<file path="src/rtl/uart_line_packer_pkg.sv">
// Shared constants, state encoding and group byte packing for the line packer.
package uart_line_packer_pkg;

  localparam logic [7:0] SYNC0       = 8'hA5;
  localparam logic [7:0] SYNC1       = 8'h5A;
  localparam int         GROUP_PIX   = 4;
  localparam int         GROUP_BYTES = 5;

  localparam logic [2:0] ST_IDLE  = 3'd0;
  localparam logic [2:0] ST_WAIT  = 3'd1;
  localparam logic [2:0] ST_HDR   = 3'd2;
  localparam logic [2:0] ST_FETCH = 3'd3;
  localparam logic [2:0] ST_SEND  = 3'd4;
  localparam logic [2:0] ST_CSUM  = 3'd5;
  localparam logic [2:0] ST_DONE  = 3'd6;

  typedef enum logic [2:0] {
    S_IDLE  = ST_IDLE,
    S_WAIT  = ST_WAIT,
    S_HDR   = ST_HDR,
    S_FETCH = ST_FETCH,
    S_SEND  = ST_SEND,
    S_CSUM  = ST_CSUM,
    S_DONE  = ST_DONE
  } state_t;

  typedef logic [GROUP_PIX-1:0][9:0] group_t;

  // Bytes 0..3 carry the pixel MSBs, byte 4 gathers the four 2-bit LSB fields.
  function automatic logic [7:0] group_byte(input group_t grp, input logic [2:0] idx);
    case (idx)
      3'd0:    group_byte = grp[0][9:2];
      3'd1:    group_byte = grp[1][9:2];
      3'd2:    group_byte = grp[2][9:2];
      3'd3:    group_byte = grp[3][9:2];
      3'd4:    group_byte = {grp[3][1:0], grp[2][1:0], grp[1][1:0], grp[0][1:0]};
      default: group_byte = 8'h00;
    endcase
  endfunction

endpackage

</file>
<file path="src/rtl/uart_line_packer_issuer.sv">
// Hands one byte at a time to uart_send; the guard blocks a second strobe until
// uart_send has visibly left idle, whatever its reaction latency.
module uart_byte_issuer (
  input  logic       clk_i,
  input  logic       rst_i,
  input  logic       req_i,
  input  logic [7:0] byte_i,
  input  logic       tx_idle_i,
  output logic       ack_o,
  output logic [7:0] tx_data_o,
  output logic       tx_data_ready_o
);

  logic       guard_q, guard_d;
  logic [7:0] tx_data_q, tx_data_d;
  logic       tx_rdy_q, tx_rdy_d;
  logic       issue_s;

  assign issue_s = req_i & tx_idle_i & ~guard_q;

  // Issue decision and guard update.
  always_comb begin
    guard_d   = guard_q;
    tx_data_d = tx_data_q;
    tx_rdy_d  = 1'b0;
    if (issue_s) begin
      guard_d   = 1'b1;
      tx_data_d = byte_i;
      tx_rdy_d  = 1'b1;
    end else if (!tx_idle_i) begin
      guard_d = 1'b0;
    end else begin
      guard_d = guard_q;
    end
  end

  // Handshake registers.
  always_ff @(posedge clk_i) begin
    if (rst_i) begin
      guard_q   <= 1'b0;
      tx_data_q <= 8'h00;
      tx_rdy_q  <= 1'b0;
    end else begin
      guard_q   <= guard_d;
      tx_data_q <= tx_data_d;
      tx_rdy_q  <= tx_rdy_d;
    end
  end

  assign ack_o           = issue_s;
  assign tx_data_o       = tx_data_q;
  assign tx_data_ready_o = tx_rdy_q;

endmodule

</file>
<file path="src/rtl/uart_line_packer.sv">
// Reads one buffered line, packs 10-bit pixels 4-into-5 bytes and frames them
// (sync, line number, payload, XOR checksum) for uart_send.
module uart_line_packer
  import uart_line_packer_pkg::*;
#(
  parameter int PIXELS    = 480,
  parameter int LINE_BITS = 10,
  parameter int ADDR_BITS = $clog2(PIXELS)
) (
  input  logic                 clk_i,
  input  logic                 rst_i,
  input  logic                 start_i,
  input  logic [LINE_BITS-1:0] line_number_i,
  input  logic                 ready_flag_i,
  output logic [ADDR_BITS-1:0] pixel_addr_o,
  input  logic [9:0]           pixel_data_i,
  output logic                 release_o,
  output logic [7:0]           tx_data_o,
  output logic                 tx_data_ready_o,
  input  logic                 tx_idle_i,
  output logic                 busy_o,
  output logic                 done_o
);

  state_t               state_q, state_d;
  logic [LINE_BITS-1:0] line_q, line_d;
  logic [ADDR_BITS-1:0] addr_q, addr_d;
  group_t               group_q, group_d;
  logic [2:0]           idx_q, idx_d;
  logic [2:0]           fetch_q, fetch_d;
  logic [7:0]           csum_q, csum_d;
  logic                 busy_q, busy_d;
  logic                 done_q, done_d;
  logic                 release_q, release_d;

  logic                 req_s;
  logic [7:0]           byte_s;
  logic                 ack_s;
  logic                 last_s;
  logic [15:0]          line16_s;
  logic [1:0]           slot_s;

  assign line16_s = 16'(line_q);
  assign last_s   = (addr_q == ADDR_BITS'(PIXELS - 1));
  // Data arriving on fetch step n belongs to the address driven on step n-1.
  assign slot_s   = fetch_q[1:0] - 2'd1;

  // Next-state and datapath control.
  always_comb begin
    state_d   = state_q;
    line_d    = line_q;
    addr_d    = addr_q;
    group_d   = group_q;
    idx_d     = idx_q;
    fetch_d   = fetch_q;
    csum_d    = csum_q;
    busy_d    = busy_q;
    done_d    = 1'b0;
    release_d = 1'b0;
    req_s     = 1'b0;
    byte_s    = 8'h00;
    case (state_q)
      S_IDLE: begin
        if (start_i) begin
          line_d  = line_number_i;
          busy_d  = 1'b1;
          csum_d  = 8'h00;
          idx_d   = 3'd0;
          addr_d  = '0;
          state_d = S_WAIT;
        end else begin
          state_d = S_IDLE;
        end
      end
      S_WAIT: begin
        if (ready_flag_i) begin
          state_d = S_HDR;
        end else begin
          state_d = S_WAIT;
        end
      end
      S_HDR: begin
        req_s = 1'b1;
        case (idx_q)
          3'd0:    byte_s = SYNC0;
          3'd1:    byte_s = SYNC1;
          3'd2:    byte_s = line16_s[15:8];
          default: byte_s = line16_s[7:0];
        endcase
        if (ack_s && (idx_q == 3'd3)) begin
          idx_d   = 3'd0;
          fetch_d = 3'd0;
          state_d = S_FETCH;
        end else if (ack_s) begin
          idx_d = idx_q + 3'd1;
        end else begin
          idx_d = idx_q;
        end
      end
      S_FETCH: begin
        if (fetch_q != 3'd0) begin
          group_d[slot_s] = pixel_data_i;
        end else begin
          group_d = group_q;
        end
        if (fetch_q < 3'(GROUP_PIX - 1)) begin
          addr_d = addr_q + 1'b1;
        end else begin
          addr_d = addr_q;
        end
        if (fetch_q == 3'(GROUP_PIX)) begin
          idx_d   = 3'd0;
          state_d = S_SEND;
        end else begin
          fetch_d = fetch_q + 3'd1;
        end
      end
      S_SEND: begin
        req_s  = 1'b1;
        byte_s = group_byte(group_q, idx_q);
        if (ack_s) begin
          csum_d = csum_q ^ byte_s;
          if (idx_q == 3'(GROUP_BYTES - 1)) begin
            idx_d = 3'd0;
            if (last_s) begin
              state_d = S_CSUM;
            end else begin
              addr_d  = addr_q + 1'b1;
              fetch_d = 3'd0;
              state_d = S_FETCH;
            end
          end else begin
            idx_d = idx_q + 3'd1;
          end
        end else begin
          csum_d = csum_q;
        end
      end
      S_CSUM: begin
        req_s  = 1'b1;
        byte_s = csum_q;
        if (ack_s) begin
          done_d    = 1'b1;
          release_d = 1'b1;
          busy_d    = 1'b0;
          state_d   = S_DONE;
        end else begin
          state_d = S_CSUM;
        end
      end
      S_DONE: begin
        addr_d  = '0;
        state_d = S_IDLE;
      end
      default: begin
        state_d = S_IDLE;
      end
    endcase
  end

  // State and datapath registers.
  always_ff @(posedge clk_i) begin
    if (rst_i) begin
      state_q   <= S_IDLE;
      line_q    <= '0;
      addr_q    <= '0;
      group_q   <= '0;
      idx_q     <= 3'd0;
      fetch_q   <= 3'd0;
      csum_q    <= 8'h00;
      busy_q    <= 1'b0;
      done_q    <= 1'b0;
      release_q <= 1'b0;
    end else begin
      state_q   <= state_d;
      line_q    <= line_d;
      addr_q    <= addr_d;
      group_q   <= group_d;
      idx_q     <= idx_d;
      fetch_q   <= fetch_d;
      csum_q    <= csum_d;
      busy_q    <= busy_d;
      done_q    <= done_d;
      release_q <= release_d;
    end
  end

  uart_byte_issuer u_issuer (
    .clk_i           (clk_i),
    .rst_i           (rst_i),
    .req_i           (req_s),
    .byte_i          (byte_s),
    .tx_idle_i       (tx_idle_i),
    .ack_o           (ack_s),
    .tx_data_o       (tx_data_o),
    .tx_data_ready_o (tx_data_ready_o)
  );

  assign pixel_addr_o = addr_q;
  assign busy_o       = busy_q;
  assign done_o       = done_q;
  assign release_o    = release_q;

endmodule

</file>
<file path="config.mk">
export PLATFORM = sky130hd
export DESIGN_NAME = uart_line_packer
export DESIGN_NICKNAME = d
export VERILOG_FILES = /design/src/rtl/uart_line_packer_pkg.sv /design/src/rtl/uart_line_packer_issuer.sv /design/src/rtl/uart_line_packer.sv
export SDC_FILE = /design/constraint.sdc
export NUM_CORES = 1
export LEC_CHECK = 0
export BUFFER_PORTS_ARGS = -buffer_cell sky130_fd_sc_hd__buf_2
export CORE_UTILIZATION = 53
export CTS_CLUSTER_DIAMETER = 40
export DETAILED_ROUTE_END_ITERATION = 10
export PLACE_DENSITY_LB_ADDON = 0.25
export SLEW_MARGIN = 20
export SYNTH_ARGS = -nofsm -noshare
export SYNTH_HDL_FRONTEND = slang
export SYNTH_HIERARCHICAL = 1
export SYNTH_SLANG_ARGS = --single-unit
</file>
<file path="constraint.sdc">
create_clock -name clk_i -period 2.55 [get_ports clk_i]
set_clock_uncertainty 0.05 [all_clocks]
set_input_delay 0.255 -clock clk_i [delete_from_list [all_inputs] [get_ports clk_i]]
set_output_delay 0.255 -clock clk_i [all_outputs]
set_load 0.005 [all_outputs]
</file>
==> key figures, run 1 <==
CTS
  – Resized Gates After CTS: 0
  – Clock Sinks: 88
  – Clk Latency, worst-skew pair: 0.37 ns
  – Total CTS buffers: 9
  – CTS tree: yes
  – Setup Buffers After CTS: 0
  – Clock buffer depth: 2
  – Hold-fix buffers at CTS: 0
  – Root Buffer Master: clkbuf_8
  – Deepest level of the CTS H-tree: 3
  – Clock-pin slew on the worst setup and hold paths: 0.10 ns

Floorplanning
  – FP Rows: 32
  – Core area: 7730 µm²
  – Die area: 8360 µm²
  – Die width: 91.4 µm
  – I/O pin total: 46
  – Die extent in y: 91.4 µm
  – Initial Util: 54.9%

Synthesis
  – Sequential area share after synthesis: 41.6%
  – Post-synth EDFFs: 0
  – Instance count of the mapped netlist: 534
  – Synth Cell Area: 4240 µm²
  – Asr flop ratio synth: 0%
  – Yosys reg bits: 88
  – Netlist cell types: 51
  – Post-Syn Area per Cell: 7.94 µm²
  – Yosys warns: 6
  – Post-synth top flop: dfxtp_1
  – Syn Nets: 570

Critical path
  – Crit Path Max Fanout: 6
  – Crit path arrival time: 2.65 ns
  – Critical path's slowest cell: or3b_1
  – CP Data Required Time: 2.79 ns
  – Critical Path Max Stage Delay: 0.40 ns
  – Critical path, cell by cell: or3b_1 -> nand2_1 -> and3b_1 -> nand2b_1 -> and3_1 -> o31a_1 -> or3_1 -> a21oi_1
  – Startpoint Class: flip-flop
  – Critical path type: flip-flop to flip-flop
  – CP Capture Type: flip-flop

Detailed routing
  – DR iter-0 viols: 268
  – Vias: 3,976
  – DR vias/cell: 5.90
  – Routed wire per std cell: 15.8 µm
  – Final WL: 10,600 µm
  – Pre-antenna DRT Iters: 7
  – Antenna-violating nets left: 0
  – Drc violations: 0

STA
  – Worst hold margin: 0.0614 ns
  – Slew margin rel.: 52.4%
  – Final cycle utilization of the critical path: 94.7%
  – Hold Violations, Final: 0
  – Fin crit period: 2.42 ns
  – Setup ws final: 0.134 ns
  – Unrepaired setup endpoints after global routing: no
  – # setup viols final: 0
  – Final setup TNS: 0 ns
  – Max frequency: 414 MHz
  – Slew Limit Fails: 0
  – Slew @ Worst Pin: 0.712 ns

Placed design
  – Buffers on Ports: 45
  – Dpl ws: 0.184 ns
  – Dpl hpwl: 7110 µm
  – GP Congestion: 0.865

Global routing
  – M2 GR Usage: 43.0%
  – Layer with the highest usage: met2
  – Vias in the first global route: 3,751
  – Global route total overflow: 0
  – Largest net degree at the start of global routing: 44
  – First-pass GRT wire length: 17,900 µm
  – Initial antenna violation count: 0
  – Met1 usage in global routing: 35.6%
  – GRT Util Overall: 26.9%
  – Global routing usage on met3: 3.69%

Power and ir drop
  – Maximum vdd drop: 290 µV
  – Pleak: 1.69 nW
  – PwrDens: 580 nW/µm²
  – Power, Total: 2.76 mW

Layout
  – Layout fillers: 700
  – N_diodes: 0
  – Layout cells sized above 1: 14.7%
  – # nets final: 603
  – Area Overhead vs Synth: 12.1%

Hold path
  – Min-Delay Path Class: primary input to flip-flop

Run status
  – Status: completed

Run
  – Max_cap viols: 0
cells by family after synthesis:
kind of cell	Yosys count	share of synthesized area, %
adder cells (fa/ha/maj)	11	3.25
buffers and inverters	44	4.34
AND/OR/NAND/NOR	229	26.6
XOR/XNOR	8	1.65
multiplexers	8	1.89
flip-flops	88	41.6
AO/OA/AOI/OAI	146	20.8
flip-flops by register name (all words and copies together), names as in the netlist, 3 cells and up:
signal              cells
u_issuer/tx_data_o      8
state_q                 3
idx_q                   3
csum_q                  8
group_q                40
pixel_addr_o            9
line_q                 10
fetch_q                 3
per-layer routing:
| layer | share of wire (%) | up-vias |
|---|---|---|
| li1 | - | 1954 |
| met3 | 5.2 | 23 |
| met4 | 2.2 | 0 |
| met5 | 0 | - |
| met2 | 47 | 128 |
| met1 | 46 | 1871 |
critical path: cells and delay by family, from the launching register on:
kind            cells  cell delay (ns)
simple gates        6             1.45
flops               1             0.33
compound gates      2             0.51
power by group:
part	switching (mW)	internal (mW)
clock network	0.542	0.494
logic	0.200	0.110
registers	0.0142	1.40
total	0.755	2.00
cell usage in the layout, fill, tap and decap left out, types with 5 or more instances in the layout:
cell	count
nand2_1	100
dfxtp_1	88
a21oi_1	75
buf_2	45
nand3_1	37
nor2_1	28
o21ai_0	27
nand2b_1	18
buf_4	13
ha_1	11
clkbuf_8	10
a222oi_1	8
a32oi_1	8
o22ai_1	8
xor2_1	8
mux2i_1	8
inv_1	6
nor3_1	6
nor2b_1	5
nor3b_1	5
a32o_1	5
Yosys cell counts, drive strengths merged (2+ instances only):
cell	count	area [µm²]
a32o	5	50.1
nand2b	18	113
nor3	7	40.0
a31oi	2	12.5
mux2i	8	80.1
and2	2	12.5
nor3b	5	37.5
inv	7	26.3
nand3b	2	15.0
nor2	29	111
ha	11	138
nor4	3	18.8
a21oi	77	389
and3b	2	17.5
a222oi	8	80.1
and3	4	25.0
nor4bb	2	20.0
or3	3	18.8
a32oi	8	70.1
or3b	3	26.3
xor2	8	70.1
nand2	100	375
clkbuf	27	101
o22ai	8	50.1
a2bb2oi	2	17.5
nand4b	2	17.5
nand3	38	195
o21ai	29	145
o2bb2ai	2	17.5
buf	9	52.6
dfxtp	88	1760
nor2b	5	31.3
stage by stage:
stage / utilization [%] / std cells / area, µm²
after floorplan: - / 534 / 4240
after global placement: 58.7 / 658 / 4540
after detailed placement: 58.7 / 658 / 4540
after CTS: 61.5 / 674 / 4750
after global routing: 61.5 / 674 / 4750
final: 61.5 / 674 / 4750
cell type report:
cell class,count,area (µm²),share of cell area (%)
inverters,8,30.0,0.632
well taps,102,128,2.69
flip-flops and latches,88,1760,37.1
clock inverters,6,73.8,1.55
clock buffers,10,138,2.90
repair buffers,58,323,6.79
multi-input cells,402,2300,48.4
final timing paths:
kind,startpoint,slack [ns],cells past startpoint,endpoint
worst min register to register,group_q[32]$_SDFFE_PP0P_,0.41,2,group_q[32]$_SDFFE_PP0P_
worst max-delay path,state_q[2]$_SDFFE_PP0P_,0.13,8,idx_q[2]$_SDFFE_PP0P_
worst max register to register,state_q[2]$_SDFFE_PP0P_,0.13,8,idx_q[2]$_SDFFE_PP0P_
worst min-delay path,line_number_i[4],0.06,3,line_q[4]$_SDFFE_PP0P_
(Power assumes the default switching activity.)
==> run 2: changes to the inputs <==
CORE_UTILIZATION = 58   (was 53)
clock period = 2.4 ns   (was 2.55 ns; I/O delays follow)
==> run 2 against run 1 <==
Net effect: flip-flop and latch count unchanged; routed wire length decreased by 4.3%; die area decreased by 8.4%; clock power is 9% lower; critical endpoint unchanged; largest cell class unchanged.
==> key figures, run 2 (same netlist as run 1, synthesis figures left out) <==
Run status
  – Status: completed (unchanged)

STA
  – Unrepaired setup endpoints after global routing: no (unchanged)
  – Max frequency: 442 MHz (was 414 MHz)
  – Worst hold margin: 0.0495 ns (was 0.0614 ns)
  – Final cycle utilization of the critical path: 94.2% (was 94.7%)
  – Slew Limit Fails: 0 (unchanged)
  – Hold Violations, Final: 0 (unchanged)
  – # setup viols final: 0 (unchanged)
  – Slew margin rel.: 54.7% (was 52.4%)
  – Fin crit period: 2.26 ns (was 2.42 ns)
  – Slew @ Worst Pin: 0.678 ns (was 0.712 ns)

Detailed routing
  – DR vias/cell: 5.91 (was 5.90)
  – DR iter-0 viols: 316 (was 268)
  – Final WL: 10,200 µm (was 10,600 µm)
  – Antenna-violating nets left: 0 (unchanged)
  – Routed wire per std cell: 15.2 µm (was 15.8 µm)
  – Pre-antenna DRT Iters: 6 (was 7)
  – Vias: 3,963 (was 3,976)
  – Drc violations: 0 (unchanged)

Critical path
  – Worst reg2reg path depth: 8 (unchanged)
  – Worst reg-to-reg setup slack: 0.14 ns (was 0.13 ns)
  – Crit path arrival time: 2.51 ns (was 2.65 ns)
  – CP Data Required Time: 2.65 ns (was 2.79 ns)
  – Crit Path Max Fanout: 6 (unchanged)
  – CP Capture Type: flip-flop (unchanged)
  – Startpoint Class: flip-flop (unchanged)
  – Critical path type: flip-flop to flip-flop (unchanged)
  – Reg2reg end: idx_q[2]$_SDFFE_PP0P_ (unchanged)
  – CP startpoint: state_q[1]$_SDFFE_PP0P_ (was state_q[2]$_SDFFE_PP0P_)
  – Reg2reg start: state_q[1]$_SDFFE_PP0P_ (was state_q[2]$_SDFFE_PP0P_)

Global routing
  – Initial antenna violation count: 0 (unchanged)
  – Global routing usage on met3: 4.83% (was 3.69%)
  – Largest net degree at the start of global routing: 52 (was 44)
  – Met1 usage in global routing: 37.4% (was 35.6%)
  – First-pass GRT wire length: 16,700 µm (was 17,900 µm)
  – M2 GR Usage: 45.6% (was 43.0%)
  – Layer with the highest usage: met2 (unchanged)
  – GRT Util Overall: 28.1% (was 26.9%)
  – Vias in the first global route: 3,531 (was 3,751)
  – Global route total overflow: 0 (unchanged)

Power and ir drop
  – PwrDens: 589 nW/µm² (was 580 nW/µm²)
  – Sequential share of power: 53.8% (was 51.2%)
  – Sw Ratio: 27.7% (was 27.4%)
  – Maximum vdd drop: 390 µV (was 290 µV)
  – Pleak: 1.67 nW (was 1.69 nW)
  – Net Switching: 0.771 mW (was 0.755 mW)
  – Clk pwr share: 34.1% (was 37.6%)
  – Logic pwr share: 12.1% (was 11.2%)
  – P_int: 2.02 mW (was 2.00 mW)

CTS
  – Root Buffer Master: clkbuf_8 (unchanged)
  – Resized Gates After CTS: 0 (unchanged)
  – Clock buffer depth: 2 (unchanged)
  – Clock Sinks: 88 (unchanged)
  – Clock-pin slew on the worst setup and hold paths: 0.09 ns (was 0.10 ns)
  – Total CTS buffers: 9 (unchanged)
  – CTS tree: yes (unchanged)
  – Deepest level of the CTS H-tree: 3 (unchanged)
  – Clk Latency, worst-skew pair: 0.36 ns (was 0.37 ns)

Placed design
  – Placed cells: 654 (was 658)
  – Buffers on Ports: 45 (unchanged)
  – Dpl hpwl: 6800 µm (was 7110 µm)
  – GP Congestion: 0.840 (was 0.865)

Floorplanning
  – Die area: 7650 µm² (was 8360 µm²)
  – FP Rows: 30 (was 32)
  – Core area: 6940 µm² (was 7730 µm²)
  – Initial Util: 61.0% (was 54.9%)
  – Die extent in y: 87.5 µm (was 91.4 µm)
  – I/O pin total: 46 (unchanged)
  – Die width: 87.5 µm (was 91.4 µm)

Hold path
  – Min-Delay Path Class: primary input to flip-flop (unchanged)
  – Hold Path Origin: line_number_i[1] (was line_number_i[4])
  – Hold Crit Depth: 3 (unchanged)
  – WHS Endpoint: line_q[1]$_SDFFE_PP0P_ (was line_q[4]$_SDFFE_PP0P_)

Layout
  – N_diodes: 0 (unchanged)
  – # nets final: 605 (was 603)
  – Max reg flops: 40 (unchanged)
  – Area Overhead vs Synth: 11.6% (was 12.1%)
  – Most frequent cells in the layout: nand2_1, dfxtp_1, a21oi_1 (unchanged)
  – Post-route insts no fill: 670 (was 674)
  – Layout fillers: 585 (was 700)
  – Most flop-heavy register: group_q (unchanged)
  – Commonest non-fill, non-tap cell in the layout: nand2_1 (unchanged)
  – Layout cells sized above 1: 15.0% (was 14.7%)

Run
  – Max_cap viols: 0 (unchanged)
[run 2: worst max-delay path by stage]
stage	endpoint
4_1_cts	fetch_q[2]$_SDFFE_PP0P_
3_5_place_dp	idx_q[2]$_SDFFE_PP0P_
6_report	idx_q[2]$_SDFFE_PP0P_
5_1_grt	idx_q[1]$_SDFFE_PP0P_
2_1_floorplan	idx_q[2]$_SDFFE_PP0P_
3_3_place_gp	fetch_q[2]$_SDFFE_PP0P_
[run 2: area by class of cell]
cell class	instances	area (µm²)	share of cell area (%)
clock buffers	11	141	2.99
multi-input cells	402	2300	48.6
clock inverters	5	40.0	0.846
repair buffers	60	338	7.14
inverters	8	30.0	0.635
flip-flops and latches	88	1760	37.2
well taps	96	120	2.54
[run 2: per-layer routing]
layer,up-vias,wire [µm]
met5,-,0
met4,0,197
met3,17,582
met2,137,4600
met1,1849,4790
li1,1960,-
[run 2: power groups by stage]
stage,registers (mW),logic [mW],clock network [mW]
floorplan,1.53,0.237,0
global placement,1.53,0.324,0
detailed placement,1.53,0.330,0
CTS,1.50,0.332,0.957
global route,1.50,0.373,1.02
finish,1.50,0.338,0.951
[run 2: critical path, cell delays in order, from the launching register on]
cell and delay (ns):
dfxtp_1 0.34, or3b_1 0.38, nand2_2 0.09, and3b_1 0.25, nand2b_1 0.11, and3_1 0.17
o31a_1 0.30, or3_1 0.38, a21oi_1 0.12
[run 2: repair_timing]
item,4_1_cts,5_1_grt
hold buffers,0,0
setup buffers,0,0
setup endpoints to repair,0,1
hold endpoints to repair,0,0
[run 2: stage by stage]
stage	setup TNS [ns]	setup slack, ns	instance area [µm²]	utilization [%]	total power [mW]
after floorplan	-0.00903	-0.00903	4250	-	1.77
after global placement	0	0.239	4550	65.5	1.86
after detailed placement	0	0.196	4550	65.5	1.86
after CTS	0	0.160	4730	68.1	2.79
after global routing	0	0.00788	4730	68.1	2.90
final	0	0.139	4730	68.1	2.79
